==> src/rtl/cache_mem_arbiter.sv <==
// Arbitrates the shared main-memory port between I-cache and D-cache line misses.
// Define ARB_RR_EN for round-robin arbitration; otherwise D-cache has fixed priority.
module cache_mem_arbiter #(
    parameter int ADDR_W = 28,
    parameter int LINE_W = 128
) (
    input  logic              clk,
    input  logic              rst,
    input  logic              i_read,
    input  logic [ADDR_W-1:0] i_addr,
    output logic [LINE_W-1:0] i_rdata,
    output logic              i_ready,
    input  logic              d_read,
    input  logic              d_write,
    input  logic [ADDR_W-1:0] d_addr,
    input  logic [LINE_W-1:0] d_wdata,
    output logic [LINE_W-1:0] d_rdata,
    output logic              d_ready,
    output logic              mem_read,
    output logic              mem_write,
    output logic [ADDR_W-1:0] mem_addr,
    output logic [LINE_W-1:0] mem_wdata,
    input  logic [LINE_W-1:0] mem_rdata,
    input  logic              mem_ready,
    output logic              busy
);

    typedef enum logic [1:0] {IDLE, SERVE_I, SERVE_D, RESP} state_t;

    state_t            state, state_n;
    logic              mem_read_n, mem_write_n, i_ready_n, d_ready_n, busy_n;
    logic [ADDR_W-1:0] mem_addr_n;
    logic [LINE_W-1:0] mem_wdata_n, i_rdata_n, d_rdata_n;
    logic              d_req, grant_d;

    assign d_req = d_read | d_write;

`ifdef ARB_RR_EN
    // last_served: 1 = D-cache, 0 = I-cache
    logic last_served, last_served_n;
    assign grant_d = d_req && (!i_read || !last_served);
`else
    assign grant_d = d_req;
`endif

    always_comb begin
        state_n     = state;
        mem_read_n  = mem_read;
        mem_write_n = mem_write;
        mem_addr_n  = mem_addr;
        mem_wdata_n = mem_wdata;
        i_rdata_n   = i_rdata;
        d_rdata_n   = d_rdata;
        i_ready_n   = 1'b0;
        d_ready_n   = 1'b0;
`ifdef ARB_RR_EN
        last_served_n = last_served;
`endif
        case (state)
            IDLE: begin
                if (grant_d) begin
                    mem_addr_n  = d_addr;
                    mem_wdata_n = d_wdata;
                    mem_write_n = d_write;
                    mem_read_n  = !d_write;
                    state_n     = SERVE_D;
`ifdef ARB_RR_EN
                    last_served_n = 1'b1;
`endif
                end else if (i_read) begin
                    mem_addr_n  = i_addr;
                    mem_read_n  = 1'b1;
                    mem_write_n = 1'b0;
                    state_n     = SERVE_I;
`ifdef ARB_RR_EN
                    last_served_n = 1'b0;
`endif
                end
            end
            SERVE_I: begin
                if (mem_ready) begin
                    mem_read_n  = 1'b0;
                    mem_write_n = 1'b0;
                    i_ready_n   = 1'b1;
                    i_rdata_n   = mem_rdata;
                    state_n     = RESP;
                end
            end
            SERVE_D: begin
                if (mem_ready) begin
                    mem_read_n  = 1'b0;
                    mem_write_n = 1'b0;
                    d_ready_n   = 1'b1;
                    // a write-back leaves the last returned line in place
                    if (mem_read) d_rdata_n = mem_rdata;
                    state_n     = RESP;
                end
            end
            RESP:    state_n = IDLE;
            default: state_n = IDLE;
        endcase
        busy_n = (state_n != IDLE);
    end

    always_ff @(posedge clk) begin
        if (rst) begin
            state     <= IDLE;
            mem_read  <= 1'b0;
            mem_write <= 1'b0;
            mem_addr  <= '0;
            mem_wdata <= '0;
            i_rdata   <= '0;
            d_rdata   <= '0;
            i_ready   <= 1'b0;
            d_ready   <= 1'b0;
            busy      <= 1'b0;
`ifdef ARB_RR_EN
            last_served <= 1'b0;
`endif
        end else begin
            state     <= state_n;
            mem_read  <= mem_read_n;
            mem_write <= mem_write_n;
            mem_addr  <= mem_addr_n;
            mem_wdata <= mem_wdata_n;
            i_rdata   <= i_rdata_n;
            d_rdata   <= d_rdata_n;
            i_ready   <= i_ready_n;
            d_ready   <= d_ready_n;
            busy      <= busy_n;
`ifdef ARB_RR_EN
            last_served <= last_served_n;
`endif
        end
    end

endmodule

==> config.mk <==
export PLATFORM = sky130hd
export DESIGN_NAME = cache_mem_arbiter
export DESIGN_NICKNAME = d
export VERILOG_FILES = /design/src/rtl/cache_mem_arbiter.sv
export SDC_FILE = /design/constraint.sdc
export NUM_CORES = 1
export LEC_CHECK = 0
export CORE_AREA = 2 2 290 292
export CTS_CLUSTER_DIAMETER = 50
export DETAILED_ROUTE_END_ITERATION = 12
export DIE_AREA = 0 0 292 294
export HOLD_SLACK_MARGIN = 0.05
export PLACE_DENSITY = 0.39
export SYNTH_ARGS = -nofsm -noshare
export SYNTH_HDL_FRONTEND = slang
export SYNTH_SLANG_ARGS = --single-unit
export TNS_END_PERCENT = 30
==> constraint.sdc <==
create_clock -name clk -period 2.7 [get_ports clk]
set_clock_uncertainty 0.15 [all_clocks]
set_input_delay 0.54 -clock clk [delete_from_list [all_inputs] [get_ports clk]]
set_output_delay 0.54 -clock clk [all_outputs]
set_load 0.05 [all_outputs]
==> metrics, run 1 <==
outcome=finished, final reports clean; Setup Viol. Count Final=0; # Max-Cap Violations=0; 1st-iter DRT viols=629; Post-CTS Setup Bufs=0; Final Hold Viols=0; CTS Sinks=419; startpoint types=register; RSZ-0062 raised after global routing=false; Seq cells post-synth=419; initial antenna violation count=28; vias in the first global route=15400; WL final=71.4 mm; Routed Antenna Nets=0; CP cell instances=clkdlybuf4s50_1; Top Ports=735; Avg Synthesized Cell Area=7.96 sq um; placed instance area=0.0235 sq mm; routing usage on met3=0.0773; CTS buffer count=69; Mapped Area=0.0149 sq mm; Layout area overhead=73.5%; Top Family by Delay on Critical Path=buffers and inverters; number of cell rows=106; Setup CP Type=register to output pin; Clock Path Buffers=3; Die H=294 um; DRT Pass-1 Iters=7; CTS tree=built; Relative slew margins=0.540; share of cells above drive strength 1=0.0742; critical path fanouts, max=2; Port Buffers=734; setup tns final=0 ps; CTS root buffer=clkbuf_16; Max VDD drop=419 uV; total track usage=0.159; Crit. End Element=output pin; HP Class=input pin to register; maximum clock rate=389 MHz; clk_lat worst skew=580 ps; Max stage delay cell, worst path=clkdlybuf4s50_1; fin crit period=2570 ps; Nets=2888; Yosys top cell area share=0.564; Worst EP required=2010 ps; H-Tree Depth=3; pwr dens=732 mW/mm^2; Filler cells=8818; Synth area leaders=dfxtp_1 56%, nand2_1 20%, a21oi_1 13%; DP HPWL=52.7 mm; Reg clk slew, reported paths=50 ps; total grt overflow=0; Synth cell types=32; post-synth top area cell=dfxtp_1; fin crit share=0.952; busiest grt layer=met2; Residual DRC=0; Initial Util=0.179; total number of vias=15300; LEAKAGE=8.94 nW; CTS Hold Buffers Added=0; Die W=292 um; total power=18.9 mW; Wirelength per Cell=19.3 um; Worst Path Arrival=1880 ps; crit path buf inv count=1; largest net degree at the start of global routing=88; Mapped Nets=2190; cell count after synthesis=1867; Core Area=0.0829 sq mm; first-pass GRT wire length=102 mm; GP Congestion=0.790; Yosys Warn Count=0; routing usage on met2=0.270; CTS resizes=0; met1 Track Usage GR=0.171; fin area=0.0258 sq mm; Least-Margin Pin Slew=688 ps; Final Max Slew Viols=0; die area=0.0858 sq mm; proportion of synthesized chip area in sequential cells=0.564; Max stage delay on crit path=930 ps; vias per inst=4.12
==> final cells by class <==
cell class                 count  area [sq um]  share of cell area
timing repair buffer         774          7900               0.306
clock inverter                36           428              0.0166
multi-input combinational   1299          5830               0.226
antenna                        3          7.51            0.000291
clock buffer                  86          1880              0.0729
tap                         1080          1350              0.0524
sequential                   419          8390               0.325
inverter                       2          7.51            0.000291
==> Yosys cell counts, drive strengths merged <==
library cell    n
a21oi         386
a311oi         28
a31oi           1
and2            1
and3            1
buf            89
clkbuf         58
dfxtp         419
ha              5
inv             2
mux2i           1
nand2         798
nand2b          2
nand3           1
nor2           33
nor2b           2
nor3            1
nor4b           1
o21a            1
o21ai          30
o21bai          1
o31a            1
o31ai           2
o32a            1
or3b            1
or4             1
==> metrics by stage <==
stage | utilization | instances | hold slack [ps] | worst slack (ps)
floorplan | - | 1867 | 447 | 949
CTS | 0.311 | 3696 | 194 | 48.3
finish | 0.311 | 3699 | 233 | 129
global placement | 0.283 | 3574 | 290 | 256
detailed placement | 0.283 | 3574 | 295 | 235
global route | 0.311 | 3697 | 229 | 42.9
==> cells by family (layout without fill, tap and decap cells) <==
group	after synthesis	count (layout)	synth area share
flops	419	419	0.564
fa+ha+maj	5	5	0.00421
other cells	0	3	0
compound gates	451	451	0.169
simple gates	842	842	0.215
buf+inv	149	898	0.0468
mux	1	1	0.000673
==> final timing paths <==
path                                                 start                    endpoint  slack (ps)  cells after the start
worst max-delay path            mem_wdata[73]$_SDFFE_PP0P_               mem_wdata[73]         130                      1
worst min-delay path                                   rst    d_rdata[85]$_SDFFE_PP0P_         230                      2
worst max register to register         state[0]$_SDFF_PP0_    mem_addr[3]$_SDFFE_PP0P_         810                      6
worst min register to register  mem_wdata[42]$_SDFFE_PP0P_  mem_wdata[42]$_SDFFE_PP0P_         300                      2
==> cell usage in the layout (no fill, tap or decap), drive strengths merged <==
master / instances
and2: 1
or4: 1
ha: 5
clkdlybuf4s50: 723
diode: 3
inv: 10
o32a: 1
dfxtp: 419
clkinvlp: 5
clkinv: 20
or3b: 1
mux2i: 1
buf: 51
o31ai: 2
o21ai: 30
bufinv: 3
nor3: 1
nor2: 33
nor4b: 1
o21bai: 1
nand2b: 2
o31a: 1
and3: 1
clkbuf: 86
nor2b: 2
nand3: 1
a21oi: 386
a311oi: 28
nand2: 798
o21a: 1
a31oi: 1
==> sequential cells by signal, summed over array words and instances, names as in the netlist <==
name,flops
mem_wdata,128
d_ready,1
mem_addr,28
i_ready,1
mem_read,1
busy,1
state,2
mem_write,1
i_rdata,128
d_rdata,128
==> per-layer routing <==
metal / routed length, um / up-vias
li1: - / 7469
met1: 27400 / 7017
met2: 33700 / 576
met3: 7710 / 154
met4: 2420 / 42
met5: 240 / -
==> power by group <==
group | internal (mW) | total [mW] | switching, mW | leakage, nW
Combinational | 1.26 | 3.43 | 2.17 | 4.41
Clock | 5.34 | 8.78 | 3.44 | 1.12
Sequential | 6.51 | 6.68 | 0.171 | 3.41
Total | 13.1 | 18.9 | 5.78 | 8.94
No activity file was read; power rests on OpenSTA's default activity.
==> inputs of run 2 (changes only) <==
PLACE_DENSITY = unset   (was 0.39)
==> run 2 against run 1 <==
  * Maximum frequency decreased by 1.3%
  * Highest routed layer unchanged
  * Register-to-register slack got worse by 50 ps
  * Sequential share of layout area increased by 0.28 points
  * Critical path depth unchanged
  * Clock power decreased by 7.5%
  * Critical endpoint is now mem_wdata[38]
  * Largest cell class unchanged
==> metrics, run 2 (same netlist as run 1, synthesis figures left out) <==
Max stage delay cell, worst path=clkdlybuf4s50_1 (unchanged); Crit. End Element=output pin (unchanged); total grt overflow=0 (unchanged); Clock Path Buffers=3 (unchanged); CTS Hold Buffers Added=0 (unchanged); Max VDD drop=632 uV (was 419 uV); Layout area overhead=72.0% (was 73.5%); Worst path depth=1 (unchanged); setup tns final=0 ps (unchanged); Die H=294 um (unchanged); Top Family by Delay on Critical Path=buffers and inverters (unchanged); die area=0.0858 sq mm (unchanged); Logic pwr share=0.186 (was 0.181); most common cell after layout, fill and taps aside=nand2_1 (unchanged); number of cell rows=106 (unchanged); Core Area=0.0829 sq mm (unchanged); DP HPWL=49.7 mm (was 52.7 mm); Post-CTS Setup Bufs=0 (unchanged); # Max-Cap Violations=0 (unchanged); Residual DRC=0 (unchanged); GP Congestion=0.828 (was 0.790); Nets=2885 (was 2888); vias in the first global route=14600 (was 15400); pwr dens=712 mW/mm^2 (was 732 mW/mm^2); most frequent cells in the layout=797 x nand2_1, 713 x clkdlybuf4s50_1, 419 x dfxtp_1 (was 797 x nand2_1, 723 x clkdlybuf4s50_1, 419 x dfxtp_1); Max stage delay on crit path=930 ps (about the same); Port Buffers=734 (unchanged); vias per inst=4.10 (was 4.12); CTS Sinks=419 (unchanged); total power=18.2 mW (was 18.9 mW); sequential share of power=0.367 (was 0.354); Hold WS=166 ps (was 233 ps); total track usage=0.147 (was 0.159); Routed Antenna Nets=0 (unchanged); P_int=12.7 mW (was 13.1 mW); Setup Viol. Count Final=0 (unchanged); first-pass GRT wire length=95.7 mm (was 102 mm); fin crit share=0.965 (was 0.952); Sw Pwr=5.54 mW (was 5.78 mW); crit path buf inv count=1 (unchanged); Final Max Slew Viols=0 (unchanged); FF-to-FF End=i_rdata[50]$_SDFFE_PP0P_ (was mem_addr[3]$_SDFFE_PP0P_); CTS buffer count=61 (was 69); H-Tree Depth=2 (was 3); CP cell instances=clkdlybuf4s50_1 (unchanged); 1st-iter DRT viols=738 (was 629); DRT Pass-1 Iters=6 (was 7); Regs by FF count=d_rdata x128, i_rdata x128, mem_wdata x128 (unchanged); Reg clk slew, reported paths=60 ps (was 50 ps); Top Ports=735 (unchanged); CTS tree=built (unchanged); fin crit period=2610 ps (was 2570 ps); Critical Path End=mem_wdata[38] (was mem_wdata[73]); WL final=66.0 mm (was 71.4 mm); clk_lat worst skew=620 ps (was 580 ps); Die W=292 um (unchanged); startpoint types=register (unchanged); Wirelength per Cell=17.9 um (was 19.3 um); LEAKAGE=8.87 nW (was 8.94 nW); crit path from=mem_wdata[38]$_SDFFE_PP0P_ (was mem_wdata[73]$_SDFFE_PP0P_); worst reg2reg startpoint=state[1]$_SDFF_PP0_ (was state[0]$_SDFF_PP0_); total number of vias=15200 (was 15300); Worst Path Arrival=1920 ps (was 1880 ps); maximum clock rate=384 MHz (was 389 MHz); HP Class=input pin to register (unchanged); Setup CP Type=register to output pin (unchanged); largest net degree at the start of global routing=97 (was 88); share of cells above drive strength 1=0.0777 (was 0.0742); reg2reg setup slack=760 ps (was 810 ps); RSZ-0062 raised after global routing=false (unchanged); critical path fanouts, max=2 (unchanged); Initial Util=0.179 (unchanged); initial antenna violation count=7 (was 28); outcome=finished, final reports clean (unchanged); Least-Margin Pin Slew=691 ps (was 688 ps); Worst Reg-to-Reg Cells=6 (unchanged); Worst EP required=2010 ps (about the same); CTS resizes=0 (unchanged); clock share of power=0.446 (was 0.465); Sw Ratio=0.304 (was 0.306); Relative slew margins=0.538 (was 0.540); CTS root buffer=clkbuf_16 (unchanged); Final Hold Viols=0 (unchanged)
[run 2: changes by cell type in the layout (fill, tap and decap cells not counted)]
cell | before | now
inv_8 | 1 | 3
buf_12 | 22 | 21
clkbuf_1 | 8 | 5
bufinv_16 | 3 | 6
clkinvlp_4 | 5 | 9
clkbuf_8 | 9 | 5
clkbuf_16 | 69 | 61
clkinv_4 | 8 | 4
clkinv_16 | 3 | 0
inv_16 | 2 | 0
inv_6 | 5 | 9
clkdlybuf4s50_1 | 723 | 713
buf_4 | 28 | 44
clkinv_8 | 0 | 2
[run 2: how the worst min path moves through the flow]
stage	cells past startpoint	endpoint	slack (ps)	startpoint
3_5_place_dp	2	i_rdata[119]$_SDFFE_PP0P_	300	i_rdata[119]$_SDFFE_PP0P_
4_1_cts	2	i_rdata[99]$_SDFFE_PP0P_	110	rst
2_1_floorplan	2	state[1]$_SDFF_PP0_	450	state[1]$_SDFF_PP0_
6_report	2	d_rdata[95]$_SDFFE_PP0P_	170	rst
3_3_place_gp	2	i_rdata[0]$_SDFFE_PP0P_	290	i_rdata[0]$_SDFFE_PP0P_
5_1_grt	2	i_rdata[108]$_SDFFE_PP0P_	130	rst
[run 2: stage by stage]
step / utilization / instances / worst slack (ps) / instance area [sq um]
finish: 0.308 / 3695 / 94.6 / 25600
CTS: 0.308 / 3692 / 18.9 / 25600
floorplan: - / 1867 / 949 / 14900
global placement: 0.283 / 3579 / 353 / 23500
global route: 0.308 / 3692 / 18.4 / 25600
detailed placement: 0.283 / 3579 / 293 / 23500
[run 2: final cells by class]
cell class	instances	area, sq um
timing repair buffer	779	7900
antenna	3	7.51
clock inverter	42	473
inverter	2	7.51
sequential	419	8390
clock buffer	71	1610
fill	8844	57300
tap	1080	1350
multi-input combinational	1299	5830
[run 2: power by group through the flow]
stage	sequential, mW	combinational (mW)	clock [mW]
5_1_grt	6.72	3.60	8.64
2_1_floorplan	7.86	0.834	0
4_1_cts	6.69	3.45	8.36
3_5_place_dp	6.82	3.44	0
6_report	6.68	3.39	8.12
3_3_place_gp	6.81	3.43	0
[run 2: routing by layer]
layer / vias to the layer above / global-route usage / share of wire
met5: - / 0 / 0.00033
met4: 4 / 0.0562 / 0.037
met3: 104 / 0.0643 / 0.11
met2: 613 / 0.251 / 0.48
met1: 6967 / 0.160 / 0.37
li1: 7479 / - / -
[run 2: worst reg2reg max path: stages (launching register included)]
cell and delay (ps):
dfxtp_1 350, inv_1 110, ha_1 240, and2_4 420, buf_12 260, nand2_1 190
a21oi_1 130
==> variant 1: new RTL, config.mk and constraints of run 2 <==
Take the reset off `mem_addr`, `mem_wdata`, `i_rdata` and `d_rdata` and load them in a clocked block of their own.
--- a/src/rtl/cache_mem_arbiter.sv
+++ b/src/rtl/cache_mem_arbiter.sv
@@ -107,10 +107,6 @@
             state     <= IDLE;
             mem_read  <= 1'b0;
             mem_write <= 1'b0;
-            mem_addr  <= '0;
-            mem_wdata <= '0;
-            i_rdata   <= '0;
-            d_rdata   <= '0;
             i_ready   <= 1'b0;
             d_ready   <= 1'b0;
             busy      <= 1'b0;
@@ -121,10 +117,6 @@
             state     <= state_n;
             mem_read  <= mem_read_n;
             mem_write <= mem_write_n;
-            mem_addr  <= mem_addr_n;
-            mem_wdata <= mem_wdata_n;
-            i_rdata   <= i_rdata_n;
-            d_rdata   <= d_rdata_n;
             i_ready   <= i_ready_n;
             d_ready   <= d_ready_n;
             busy      <= busy_n;
@@ -134,5 +126,12 @@
         end
     end
 
+    always_ff @(posedge clk) begin
+        mem_addr  <= mem_addr_n;
+        mem_wdata <= mem_wdata_n;
+        i_rdata   <= i_rdata_n;
+        d_rdata   <= d_rdata_n;
+    end
+
 endmodule
 
Function: changed (a bounded check fails within 4 cycles, from zero or initial values and one cycle with rst high).
==> variant 1 against run 2 <==
Final area shrank 6.2%. Sequential cell count is the same. Total power shrank 2.5%. Setup slack gained 0.017 ns. Wire length shrank 31%. Synthesized area shrank 12%. Non-clock buffer count shrank 20. Critical path type unchanged. Largest cell class unchanged.
==> variant 1: results (changes against run 2) <==
metric;value;unit;change
synth_nets;807;;was 2190
grt_pass1_vias;8521;;was 14637
tightest_slew;0.6314;ns;was 0.6907 ns
track_usage;0.09889;;was 0.1467
top_regs;d_rdata (128), i_rdata (128), mem_wdata (128);;unchanged
place_congestion;0.8521;;was 0.8275
yosysWarnings;0;;unchanged
status;complete, no violations;;unchanged
cts_resized;1;;was 0
cts_root_buf;clkbuf_16;;unchanged
clk_path_buf_depth;3;;unchanged
r2r-start;state[0];;was state[1]
io_buffers;734;;unchanged
htree_levels;2;;unchanged
drtPass1Iterations;5;;was 6
crit_fanout;1;;was 2
synth_edf_count;412;;was 0
drive_above_1_share;0.1090;;was 0.07772
ys_types;24;;was 32
nets;1619;;was 2885
clkTransAtPathRegs;0.06;ns;about the same
hold_class;in -> reg;;unchanged
min-delay-start;d_wdata[59];;was rst
synth.area.top_cells;edfxtp_1 (94%), mux2_2 (2.3%), dfxtp_1 (1.1%), ha_1 (0.48%), buf_6 (0.17%);;was dfxtp_1 (56%), nand2_1 (20%), a21oi_1 (13%), buf_2 (2.8%), a311oi_2 (2.0%)
cts_buffers;53;;was 61
vdd_ir_drop_max;0.4198;mV;was 0.6318 mV
wl;45370;um;was 66030 um
critPathMaxStageDelay;0.85;ns;was 0.93 ns
r2r_cells;4;;was 6
cp.arrival;1.90;ns;was 1.92 ns
ys_async_sr_fraction;0;;unchanged
grt_max_degree;41;;was 97
antenna_found_initial;9;;was 7
drt_iter0_drc;296;;was 738
overflow;0;;unchanged
post_cts_buffers;0;;unchanged
placed_cell_area;0.02213;sq mm;was 0.02348 sq mm
fillerInstances;8130;;was 8844
hpwl;35990;um;was 49670 um
clock_latency;0.57;ns;was 0.62 ns
hold_depth;1;;was 2
ys_top_cells_by_count;edfxtp_1 (412), mux2_2 (27), dfxtp_1 (7), ha_1 (5), inv_1 (4);;was nand2_1 (798), dfxtp_1 (419), a21oi_1 (386), buf_2 (82), clkbuf_1 (58)
p_leak;8.049;nW;was 8.870 nW
worst_path_max_delay_cell;clkdlybuf4s50_1;;unchanged
crit_family;buffers and inverters;;unchanged
grt_first_pass_wirelength;61490;um;was 95700 um
vias_per_cell;3.335;;was 4.105
critPathLaunch;mem_wdata[103];;was mem_wdata[38]
ys_seq_area_frac;0.9547;;was 0.5644
-- variant 1: worst register-to-register path, cell delays in order, from the launching register on --
cell     delay, ns
dfxtp_1       0.34
inv_1         0.12
ha_1          0.18
and3_4        0.40
buf_12        0.29
-- variant 1: final timing paths --
check                                 endpoint  slack [ns]
worst max-delay path            mem_wdata[103]        0.11
worst min-delay path             mem_wdata[59]        0.36
worst max register to register     d_rdata[80]        0.89
worst min register to register        mem_read        0.37
-- variant 1: where the power goes --
part | internal, mW | switching, mW | leakage (nW) | total, mW
Clock | 4.48 | 2.80 | 0.889 | 7.28
Sequential | 7.60 | 0.125 | 3.90 | 7.72
Combinational | 1.03 | 1.71 | 3.26 | 2.74
-- variant 1: kinds of logic (layout without fill, tap and decap cells) --
group | Yosys count | count (layout) | share of synthesized area
other | 0 | 1 | 0
buffers and inverters | 6 | 862 | 0.002864
DFF | 419 | 419 | 0.9547
and+or+nand+nor | 16 | 16 | 0.008401
adders and majority gates | 5 | 5 | 0.004773
muxes | 28 | 28 | 0.02406
AOI/OAI and AO/OA | 10 | 10 | 0.005251
-- variant 1: metal layers --
metal,part of all wire,GRT usage
met3,0.11,0.04441
met1,0.35,0.1044
met4,0.022,0.02942
met5,0.0021,0
met2,0.51,0.1762
-- variant 1: per-stage QoR --
step	instances	setup WS [ns]	hold slack, ns	TNS, ns	total power [mW]
after global placement	2321	0.2016	0.3855	0	10.61
after floorplan	484	-0.1573	0.4591	-23.62	9.255
after global routing	2420	0.02899	0.3219	0	18.37
final	2421	0.1114	0.3643	0	17.75
after CTS	2420	0.02506	0.3094	0	18.00
after detailed placement	2321	0.1793	0.3775	0	10.63
-- variant 1: area by class of cell --
type	instances	area, sq um	share of cell area
multi-input cells	59	566.8	0.02364
repair buffers	759	7681	0.3204
clock buffers	59	1370	0.05715
flip-flops and latches	419	12510	0.5219
clock inverters	40	475.5	0.01983
well taps	1080	1351	0.05636
diodes	1	2.502	0.0001044
inverters	4	15.01	0.0006263
==> variant 2: new RTL, flow settings as in run 2 <==
Without the edit above. Build with the macro `ARB_RR_EN` defined.
--- a/src/rtl/cache_mem_arbiter.sv
+++ b/src/rtl/cache_mem_arbiter.sv
@@ -1,5 +1,7 @@
 // Arbitrates the shared main-memory port between I-cache and D-cache line misses.
 // Define ARB_RR_EN for round-robin arbitration; otherwise D-cache has fixed priority.
+`define ARB_RR_EN
+
 module cache_mem_arbiter #(
     parameter int ADDR_W = 28,
     parameter int LINE_W = 128
Check against the original RTL: not settled (the Yosys comparison gave no result); the edit may change what the design does.
==> variant 2 against run 2 <==
Sequential cell count grew 1. Synthesized area grew 1.9%. Count of clock-buffer cells in the layout grew 12. Setup slack lost 0.0051 ns. Total power rose by 9.4%. Synthesized cell count up 1.8%. Wire length shrank 4.1%. Sequential power rose by 3.1%. Final area up 2.1%. Largest cell class unchanged. Highest routed layer unchanged.
==> variant 2: results (changes against run 2) <==
metric;value;unit;change
status;complete, no violations;;unchanged
timing.fmax;0.3831;GHz;was 0.3838 GHz
grt_pass1_vias;15177;;was 14637
antenna_found_initial;10;;was 7
top_regs;d_rdata (128), i_rdata (128), mem_wdata (128);;unchanged
cts_root_buf;clkbuf_16;;unchanged
holdWs;0.2390;ns;was 0.1660 ns
ys_types;31;;was 32
clk_path_buf_depth;3;;unchanged
io_buffers;734;;unchanged
nets;2916;;was 2885
grt_first_pass_wirelength;93250;um;was 95700 um
hold_class;in -> reg;;unchanged
cts_resized;0;;unchanged
worst_path_max_delay_cell;clkdlybuf4s50_1;;unchanged
overflow;0;;unchanged
drtPass1Iterations;5;;was 6
ys_async_sr_fraction;0;;unchanged
syn_avg_cell_area;7.963;sq um;was 7.961 sq um
p_leak;8.975;nW;was 8.870 nW
num_antenna_cells;0;;was 3
place_congestion;0.7946;;was 0.8275
ys_seq_area_frac;0.5554;;was 0.5644
htree_levels;2;;unchanged
cp.arrival;1.92;ns;about the same
post-place-ws;0.2256;ns;was 0.2935 ns
critPathMaxStageDelay;0.85;ns;was 0.93 ns
vdd_ir_drop_max;0.4673;mV;was 0.6318 mV
ys_dominant_reg_cell;dfxtp_1;;unchanged
post_cts_buffers;0;;unchanged
r2r_slack;0.73;ns;was 0.76 ns
clock_latency;0.58;ns;was 0.62 ns
crit_family;buffers and inverters;;unchanged
grt_max_degree;85;;was 97
fillerInstances;8723;;was 8844
drt_iter0_drc;658;;was 738
hpwl;44800;um;was 49670 um
drive_above_1_share;0.07108;;was 0.07772
dpl.cell_count;3611;;was 3579
synth.area.top_cells;dfxtp_1 (56%), nand2_1 (14%), a21oi_1 (13%), nand3_1 (4.3%), o21ai_1 (4.3%);;was dfxtp_1 (56%), nand2_1 (20%), a21oi_1 (13%), buf_2 (2.8%), a311oi_2 (2.0%)
track_usage;0.1383;;was 0.1467
crit_fanout;2;;unchanged
cts_buffers;60;;was 61
synth_nets;2224;;was 2190
tightest_slew;0.7571;ns;was 0.6907 ns
yosysWarnings;0;;unchanged
final_cells;3725;;was 3695
clkTransAtPathRegs;0.06;ns;about the same
via_count;15820;;was 15167
placed_cell_area;0.02397;sq mm;was 0.02348 sq mm
ys_top_cells_by_count;nand2_1 (573), dfxtp_1 (420), a21oi_1 (387), nand3_1 (129), o21ai_1 (129);;was nand2_1 (798), dfxtp_1 (419), a21oi_1 (386), buf_2 (82), clkbuf_1 (58)
wl;63300;um;was 66030 um
variant 2: changes by cell type after synthesis, sizes merged, moves of 2 or more:
cell / delta
o21ai: +101
nor2: -2
nand3: +128
clkbuf: +37
inv: +2
buf: -11
nand2: -225
variant 2: final cells by class:
cell class | count | area, sq um | share of cell area
tap | 1080 | 1351 | 0.05177
sequential | 420 | 8408 | 0.3221
timing repair buffer | 803 | 8148 | 0.3122
clock inverter | 31 | 406.6 | 0.01558
clock buffer | 83 | 1728 | 0.06620
multi-input combinational | 1304 | 6041 | 0.2314
inverter | 4 | 17.52 | 0.0006711
variant 2: per-layer routing:
layer,global-route usage,vias up,share of wire
met2,0.2393,599,0.48
met1,0.1550,7297,0.39
met5,0,-,0.0019
met4,0.04400,18,0.029
met3,0.05476,119,0.093
li1,-,7787,-
variant 2: worst paths after layout:
| path | end | start | depth (start not counted) |
|---|---|---|---|
| hold / removal | d_rdata[119] | rst | 2 |
| setup reg to reg | mem_wdata[88] | state[0] | 6 |
| setup / recovery | d_rdata[0] | d_rdata[0] | 1 |
| hold reg to reg | d_rdata[89] | d_rdata[89] | 2 |
variant 2: power breakdown:
group | leakage, nW | switching [mW] | internal (mW)
Clock | 1.04 | 3.12 | 5.10
Combinational | 4.52 | 3.08 | 1.72
Sequential | 3.42 | 0.242 | 6.65
Total | 8.98 | 6.44 | 13.5
variant 2: cell families (layout without fill, tap and decap cells):
logic type                 Yosys count  in the layout  synth area share
and+or+nand+nor                    743            743            0.1971
buffers and inverters              177            921           0.04984
DFF                                420            420            0.5554
AOI/OAI and AO/OA                  556            556            0.1935
adders and majority gates            5              5          0.004133
variant 2: worst reg2reg max path, cell delays in order (launching register included):
cell     delay (ns)
dfxtp_1        0.36
inv_1          0.16
ha_4           0.34
buf_12         0.24
buf_12         0.33
nand3_1        0.19
a21oi_1        0.14
